### config.mk
export PLATFORM = sky130hd
export DESIGN_NAME = ct_ifu_tag_sram_ctrl
export DESIGN_NICKNAME = d
export VERILOG_FILES = /design/src/rtl/ct_ifu_tag_pkg.sv /design/src/rtl/ct_ifu_tag_sweep_cnt.sv /design/src/rtl/ct_ifu_tag_sram_ctrl.sv
export SDC_FILE = /design/constraint.sdc
export NUM_CORES = 1
export LEC_CHECK = 0
export ABC_AREA = 1
export CAP_MARGIN = 20
export CORE_MARGIN = 2
export CORE_UTILIZATION = 26
export CTS_CLUSTER_DIAMETER = 30
export CTS_CLUSTER_SIZE = 10
export DETAILED_ROUTE_END_ITERATION = 16
export HOLD_SLACK_MARGIN = 0.03
export PLACE_DENSITY = 0.78
export SKIP_CTS_REPAIR_TIMING = 1
export SLEW_MARGIN = 25
export SYNTH_ARGS = -nofsm -noshare
export SYNTH_HDL_FRONTEND = slang
export SYNTH_HIERARCHICAL = 1
export SYNTH_SLANG_ARGS = --single-unit
### constraint.sdc
create_clock -name forever_cpuclk -period 1.6 [get_ports forever_cpuclk]
set_input_delay 0.16 -clock forever_cpuclk [delete_from_list [all_inputs] [get_ports forever_cpuclk]]
set_output_delay 0.16 -clock forever_cpuclk [all_outputs]
set_load 0.01 [all_outputs]
### src/rtl/ct_ifu_tag_pkg.sv
// Shared types and sizes for the IFU tag SRAM access controller.
package ct_ifu_tag_pkg;

  localparam int TAG_ADDR_WIDTH = 8;
  localparam int TAG_DATA_WIDTH = 23;
  localparam int TAG_VLD_BIT    = 22;

  typedef enum logic [1:0] {
    RST  = 2'b00,
    INIT = 2'b01,
    IDLE = 2'b10,
    INV  = 2'b11
  } tag_state_e;

endpackage

### src/rtl/ct_ifu_tag_sweep_cnt.sv
// Sweep index counter shared by the post-reset init sweep and invalidate-all.
module ct_ifu_tag_sweep_cnt #(
  parameter int WIDTH = 8
) (
  input  logic             clk,
  input  logic             rst_n,
  input  logic             start,
  input  logic             en,
  output logic [WIDTH-1:0] cnt,
  output logic             last,
  output logic             wrap
);

  always_ff @(posedge clk or negedge rst_n) begin
    if (!rst_n) begin
      cnt <= '0;
    end else if (start) begin
      cnt <= '0;
    end else if (en) begin
      cnt <= cnt + 1'b1;
    end
  end

  assign last = &cnt;
  // Wrap happens naturally on the increment past the last index.
  assign wrap = en & last;

endmodule

### src/rtl/ct_ifu_tag_sram_ctrl.sv
// Single-port IFU tag SRAM access controller: zeroing sweep, write-over-read arbitration, read return.
// Optional build macro CT_IFU_TAGCTRL_RDHOLD_EN keeps the last read value on rd_data between reads.
module ct_ifu_tag_sram_ctrl
  import ct_ifu_tag_pkg::*;
#(
  parameter int ADDR_WIDTH = TAG_ADDR_WIDTH,
  parameter int DATA_WIDTH = TAG_DATA_WIDTH
) (
  input  logic                  forever_cpuclk,
  input  logic                  cpurst_b,
  input  logic                  inv_req,
  output logic                  inv_busy,
  input  logic                  wr_req,
  input  logic [ADDR_WIDTH-1:0] wr_idx,
  input  logic [DATA_WIDTH-1:0] wr_data,
  input  logic [DATA_WIDTH-1:0] wr_mask,
  output logic                  wr_grant,
  input  logic                  rd_req,
  input  logic [ADDR_WIDTH-1:0] rd_idx,
  output logic                  rd_grant,
  output logic                  rd_vld,
  output logic [DATA_WIDTH-1:0] rd_data,
  output logic [ADDR_WIDTH-1:0] sram_a,
  output logic                  sram_cen,
  output logic                  sram_gwen,
  output logic [DATA_WIDTH-1:0] sram_wen,
  output logic [DATA_WIDTH-1:0] sram_d,
  input  logic [DATA_WIDTH-1:0] sram_q,
  output tag_state_e            dbg_state
);

  // Handshake: a requester holds req (and its idx/data/mask) until it sees grant
  // high in the same cycle; grant is combinational and only ever given in IDLE.

  tag_state_e            state;
  logic [ADDR_WIDTH-1:0] swp_cnt;
  logic                  swp_last;
  logic                  swp_wrap;
  logic                  sweeping;
  logic                  idle;
  logic                  sweep_start;

  assign sweeping    = (state == INIT) || (state == INV);
  assign idle        = (state == IDLE);
  assign sweep_start = idle & inv_req;
  assign inv_busy    = ~idle;
  assign dbg_state   = state;

  ct_ifu_tag_sweep_cnt #(
    .WIDTH (ADDR_WIDTH)
  ) u_sweep_cnt (
    .clk   (forever_cpuclk),
    .rst_n (cpurst_b),
    .start (sweep_start),
    .en    (sweeping),
    .cnt   (swp_cnt),
    .last  (swp_last),
    .wrap  (swp_wrap)
  );

  always_ff @(posedge forever_cpuclk or negedge cpurst_b) begin
    if (!cpurst_b) begin
      state <= RST;
    end else begin
      case (state)
        RST:     state <= INIT;
        INIT:    if (swp_wrap) state <= IDLE;
        INV:     if (swp_wrap) state <= IDLE;
        IDLE:    if (inv_req) state <= INV;
        default: state <= RST;
      endcase
    end
  end

  // The IDLE cycle that takes inv_req still serves its port request.
  always_comb begin
    wr_grant  = 1'b0;
    rd_grant  = 1'b0;
    sram_a    = '0;
    sram_cen  = 1'b1;
    sram_gwen = 1'b1;
    sram_wen  = '1;
    sram_d    = '0;
    if (sweeping) begin
      sram_a    = swp_cnt;
      sram_cen  = 1'b0;
      sram_gwen = 1'b0;
      sram_wen  = '0;
    end else if (idle) begin
      if (wr_req) begin
        wr_grant  = 1'b1;
        sram_a    = wr_idx;
        sram_cen  = 1'b0;
        sram_gwen = 1'b0;
        sram_wen  = ~wr_mask;
        sram_d    = wr_data;
      end else if (rd_req) begin
        rd_grant  = 1'b1;
        sram_a    = rd_idx;
        sram_cen  = 1'b0;
      end
    end
  end

  always_ff @(posedge forever_cpuclk or negedge cpurst_b) begin
    if (!cpurst_b) begin
      rd_vld <= 1'b0;
    end else begin
      rd_vld <= rd_grant;
    end
  end

`ifdef CT_IFU_TAGCTRL_RDHOLD_EN
  logic [DATA_WIDTH-1:0] rd_hold;

  always_ff @(posedge forever_cpuclk or negedge cpurst_b) begin
    if (!cpurst_b) begin
      rd_hold <= '0;
    end else if (sweep_start) begin
      rd_hold <= '0;
    end else if (rd_vld) begin
      rd_hold <= sram_q;
    end
  end

  assign rd_data = rd_vld ? sram_q : rd_hold;
`else
  assign rd_data = rd_vld ? sram_q : '0;
`endif

  logic unused_ok;
  assign unused_ok = swp_last;

endmodule

# Word level (Yosys, flattened, before mapping)
# Index checks and enable logic that the tools add are counted.
# word_totals
register_bits	11
in_bits	90
output_inout_bits	85
word_cells	49
# classes
addsub	1
n_eq_ne	5
mux	30
bitwise	4
reduce_logical	6
# op_table
op	count
two-way mux 23 bit	7
two-way mux 8 bit	6
NOT 23 bit	1
two-way mux 1 bit	14
adder 8 x 1 -> 8 bit (second input constant)	1
AND reduction 8 bit	1
case mux 2 bit (3 select lines)	1
== test 2 bit (second input constant)	2
two-way mux 2 bit	2
bitwise AND 1 bit	2
== test 2 x 1 -> 1 bit (second input constant)	1
zero test 2 bit	1
inequality test 2 x 1 -> 1 bit (second input constant)	1
inequality test 2 bit (second input constant)	1
AND reduction 2 bit	1
nonzero test 2 bit	1
OR reduction 2 bit	1
logical OR 1 bit	1
NOT 1 bit	1

# Depth between registers and ports, before layout
# depth
ltp_word	5
mapped_depth	10
ltp_nobuf	10

# Hierarchy
# Netlist, hierarchy kept.
# modules_own_cells
mod	instances	cells_each	area_per_inst_um2	seq_area_each_um2
ct_ifu_tag_sram_ctrl	1	202	942.2	75.1
ct_ifu_tag_sweep_cnt	1	61	442.9	200.2

# Worst setup path after synthesis
# OpenSTA, ideal clock, no wires.
# synth_timing
path_kind	register -> register
from	register state[0] (netlist: dbg_state[0])
to	register u_sweep_cnt.cnt[7]
setup_time_ps	119
arrival_ps	1381
t_required_ps	1481
setup_slack_ps	100
path_stages_with_launch	10
path_buffers	1
synth_period_minus_slack_ps	1500
path_cell_list	dfrtp_1 > buf_2 > nor2_8 > inv_4 > nor2_1 > nor2_1 > nor2_1 > nand3_1 > nand2_1 > nor2_1
# synth_via
elab_chain_cells	3
elab_cells_between_ends	7
cone_classes	eq/ne (3); mux (1); bitwise (1); reduce/logical (2)
# synth_rtl
item	line	source
start: declaration	ct_ifu_tag_sram_ctrl.sv:35	tag_state_e state;
start signal: assignment	ct_ifu_tag_sram_ctrl.sv:63	state <= RST;
start signal: assignment	ct_ifu_tag_sram_ctrl.sv:66	RST: state <= INIT;
start signal: assignment	ct_ifu_tag_sram_ctrl.sv:67	INIT: if (swp_wrap) state <= IDLE;
== test 2 bit *	ct_ifu_tag_sram_ctrl.sv:44	assign idle = (state == IDLE);
bitwise AND 1 bit *	ct_ifu_tag_sram_ctrl.sv:45	assign sweep_start = idle & inv_req;
net sweep_start	ct_ifu_tag_sram_ctrl.sv:41	logic sweep_start;
two-way mux 8 bit / nonzero test 2 bit (equally long branches)	n/a	
end signal: assignment	ct_ifu_tag_sweep_cnt.sv:20	cnt <= cnt + 1'b1;
end: declaration	ct_ifu_tag_sweep_cnt.sv:9	output logic [WIDTH-1:0] cnt,
# The timed path passes the listed nets; every way through them passes the cells marked *.
# A chain may end at the register's enable or synchronous reset.

# Final worst setup path
# layout_timing
from	register state[0] (netlist: dbg_state[0])
to	output sram_wen[5]
# layout_via
elab_chain_cells	3
elab_cells_between_ends	6
cone_classes	eq/ne (3); mux (2); reduce/logical (1)
# layout_rtl
item	line	source
== test 2 bit (tied with other cells)	ct_ifu_tag_sram_ctrl.sv:44	
two-way mux 23 bit / logical OR 1 bit (equally long branches)	ct_ifu_tag_sram_ctrl.sv:89, ct_ifu_tag_sram_ctrl.sv:43	
two-way mux 23 bit *	ct_ifu_tag_sram_ctrl.sv:84	if (sweeping) begin
end: declaration	ct_ifu_tag_sram_ctrl.sv:26	output logic [DATA_WIDTH-1:0] sram_wen,
# Mark *: on every way between the ends. The rest lies on a longest branch, timed or not.

==> impl_metrics.yaml <==
run_status:
  outcome: "complete, but fails checks"
  violations: "negative setup slack"
synthesis:
  synth_fp_nets: 353
  ys_warn_count: 6
  synth_cells: 262
  avgSynthCellArea_um2: 5.27
  syn_area_um2: 1380
detailed_routing:
  drtPass1Iterations: 4
  dr.first_iter.drc_count: 123
  ant_nets: 0
  drc_errors: 0
  vias_per_cell: 4.67
  wl_per_cell_um: 15.4
  drt-total-wl_um: 7860
  vias: 2385
floorplan:
  ios: 175
  die_w_um: 76.9
  die-area_um2: 5910
  fp-row-count: 26
  start_util: 0.270
  fp.coreArea_um2: 5110
  die_y_um: 76.9
timing:
  maxSlewViolCount: 0
  layout_setup_ws_ps: -191
  hold_viol_final: 0
  skew_ps: 1.19
  max_slew_margin: 0.662
  tightest_slew_ps: 505
  fmaxAchievable_ghz: 0.558
  setup-tns-final_ps: -292
  period_share: 1.12
  grt_setup_unrepaired: "yes"
  min_period_ps: 1790
  setup_viol: 2
worst_setup_path:
  slowest_delay_ps: 550
  worst-r2r-cell-count: 8
  startpoint_type: "flip-flop"
  required_ps: 1440
  critPathCaptureType: "primary output"
  path_class: "reg2out"
  critPathSlowestCell: "clkdlybuf4s50_1"
  rr_endpoint: "u_sweep_cnt/cnt[3]$_DFFE_PN0P_"
  path_cells: "buf_6 > a31oi_1 > clkdlybuf4s50_1"
  critPathArrivalTime_ps: 1630
  timing.reg2reg.setup_slack_ps: 130
  r2r_start: "dbg_state[1]$_DFFE_PN0P_"
  critPathMaxFanout: 25
placement:
  io_buffers: 174
  place_ws_ps: -194
  dpl.hpwl_um: 6110
  gp_congestion: 0.937
clock_tree:
  numCtsBuffers: 3
  cts_root_buf: "clkbuf_8"
  clkTransAtPathRegs_ps: 50
  cts.sinks: 11
  ctsLongestPathBuffers: 2
  tritoncts: "built"
  clock_latency_ps: 240
  h-tree-depth: 1
cells_and_area:
  syn2layout_area_growth_pct: 158
  finalNetCount: 533
  final_common_cell: "clkdlybuf4s50_1"
  drive_above_1_share: 0.0952
  antenna_cells: 0
  final_util: 0.698
  regArea_um2: 279
  multi_input_area_um2: 882
  num-fill-cells: 429
  mostFrequentLayoutCells: "clkdlybuf4s50_1 (94), nand2_1 (90), dlymetal6s2s_1 (75), nor2_1 (43), inv_1 (32)"
global_routing:
  grt_usage: 0.232
  grt_max_degree: 26
  antenna_found_initial: 0
  grt_pass1_vias: 2053
  grt_pass1_wl_um: 11000
  overflow: 0
worst_hold_path:
  worstHoldPathType: "in2async"
flow_run:
  maxCapViolCount: 0
power:
  p_per_area_nw_per_um2: 599
  p_leak_nw: 2.93
  ir_drop_mv: 0.734
[worst max path at each step]
stage / startpoint / to / slack, ps / cells past startpoint
4_1_cts: dbg_state[0]$_DFFE_PN0P_ / sram_d[17] / -350 / 5
5_1_grt: dbg_state[0]$_DFFE_PN0P_ / sram_wen[5] / -290 / 3
3_3_place_gp: rd_req / sram_a[3] / -170 / 7
2_1_floorplan: dbg_state[0]$_DFFE_PN0P_ / u_sweep_cnt/cnt[7]$_DFFE_PN0P_ / 100 / 9
3_5_place_dp: rd_req / sram_a[7] / -190 / 7
6_report: dbg_state[0]$_DFFE_PN0P_ / sram_wen[5] / -190 / 3
[routing by layer]
metal | part of all wire | global-route usage | wire length [µm]
met1 | 0.40 | 0.261 | 3160
met2 | 0.49 | 0.425 | 3890
met3 | 0.079 | 0.0600 | 624
met4 | 0.023 | 0.0691 | 183
met5 | 0 | 0 | 0
[power breakdown]
| group | switching (mW) | total (mW) | internal, mW |
|---|---|---|---|
| Sequential | 0.131 | 0.530 | 0.399 |
| Combinational | 0.647 | 1.32 | 0.677 |
| Clock | 0.107 | 0.283 | 0.175 |
[per-stage QoR]
stage          std cells  cell area (µm²)  power [mW]  hold slack (ps)
6_report             511             3570        2.14              261
4_1_cts              509             3350        2.15              270
3_5_place_dp         505             3300        1.86              525
3_3_place_gp         505             3300        1.82              515
2_1_floorplan        262             1380        1.15             -136
5_1_grt              511             3570        2.30              306
[sequential cells by signal (all words and copies together) (netlist names)]
| register | flops |
|---|---|
| dbg_state | 2 |
| rd_vld | 1 |
| u_sweep_cnt/cnt | 8 |
[critical path, delay by kind of cell, from the launching register on]
kind            cells  cell delay (ps)
flops               1              480
compound gates      1              150
buf+inv             2              750
[area by class of cell]
type	count	share of cell area
Clock buffer	4	0.0126
Inverter	37	0.0407
Multi-Input combinational cell	194	0.247
Sequential cell	11	0.0782
Tap cell	70	0.0246
Timing Repair Buffer	195	0.597
(Power assumes the default switching activity.)
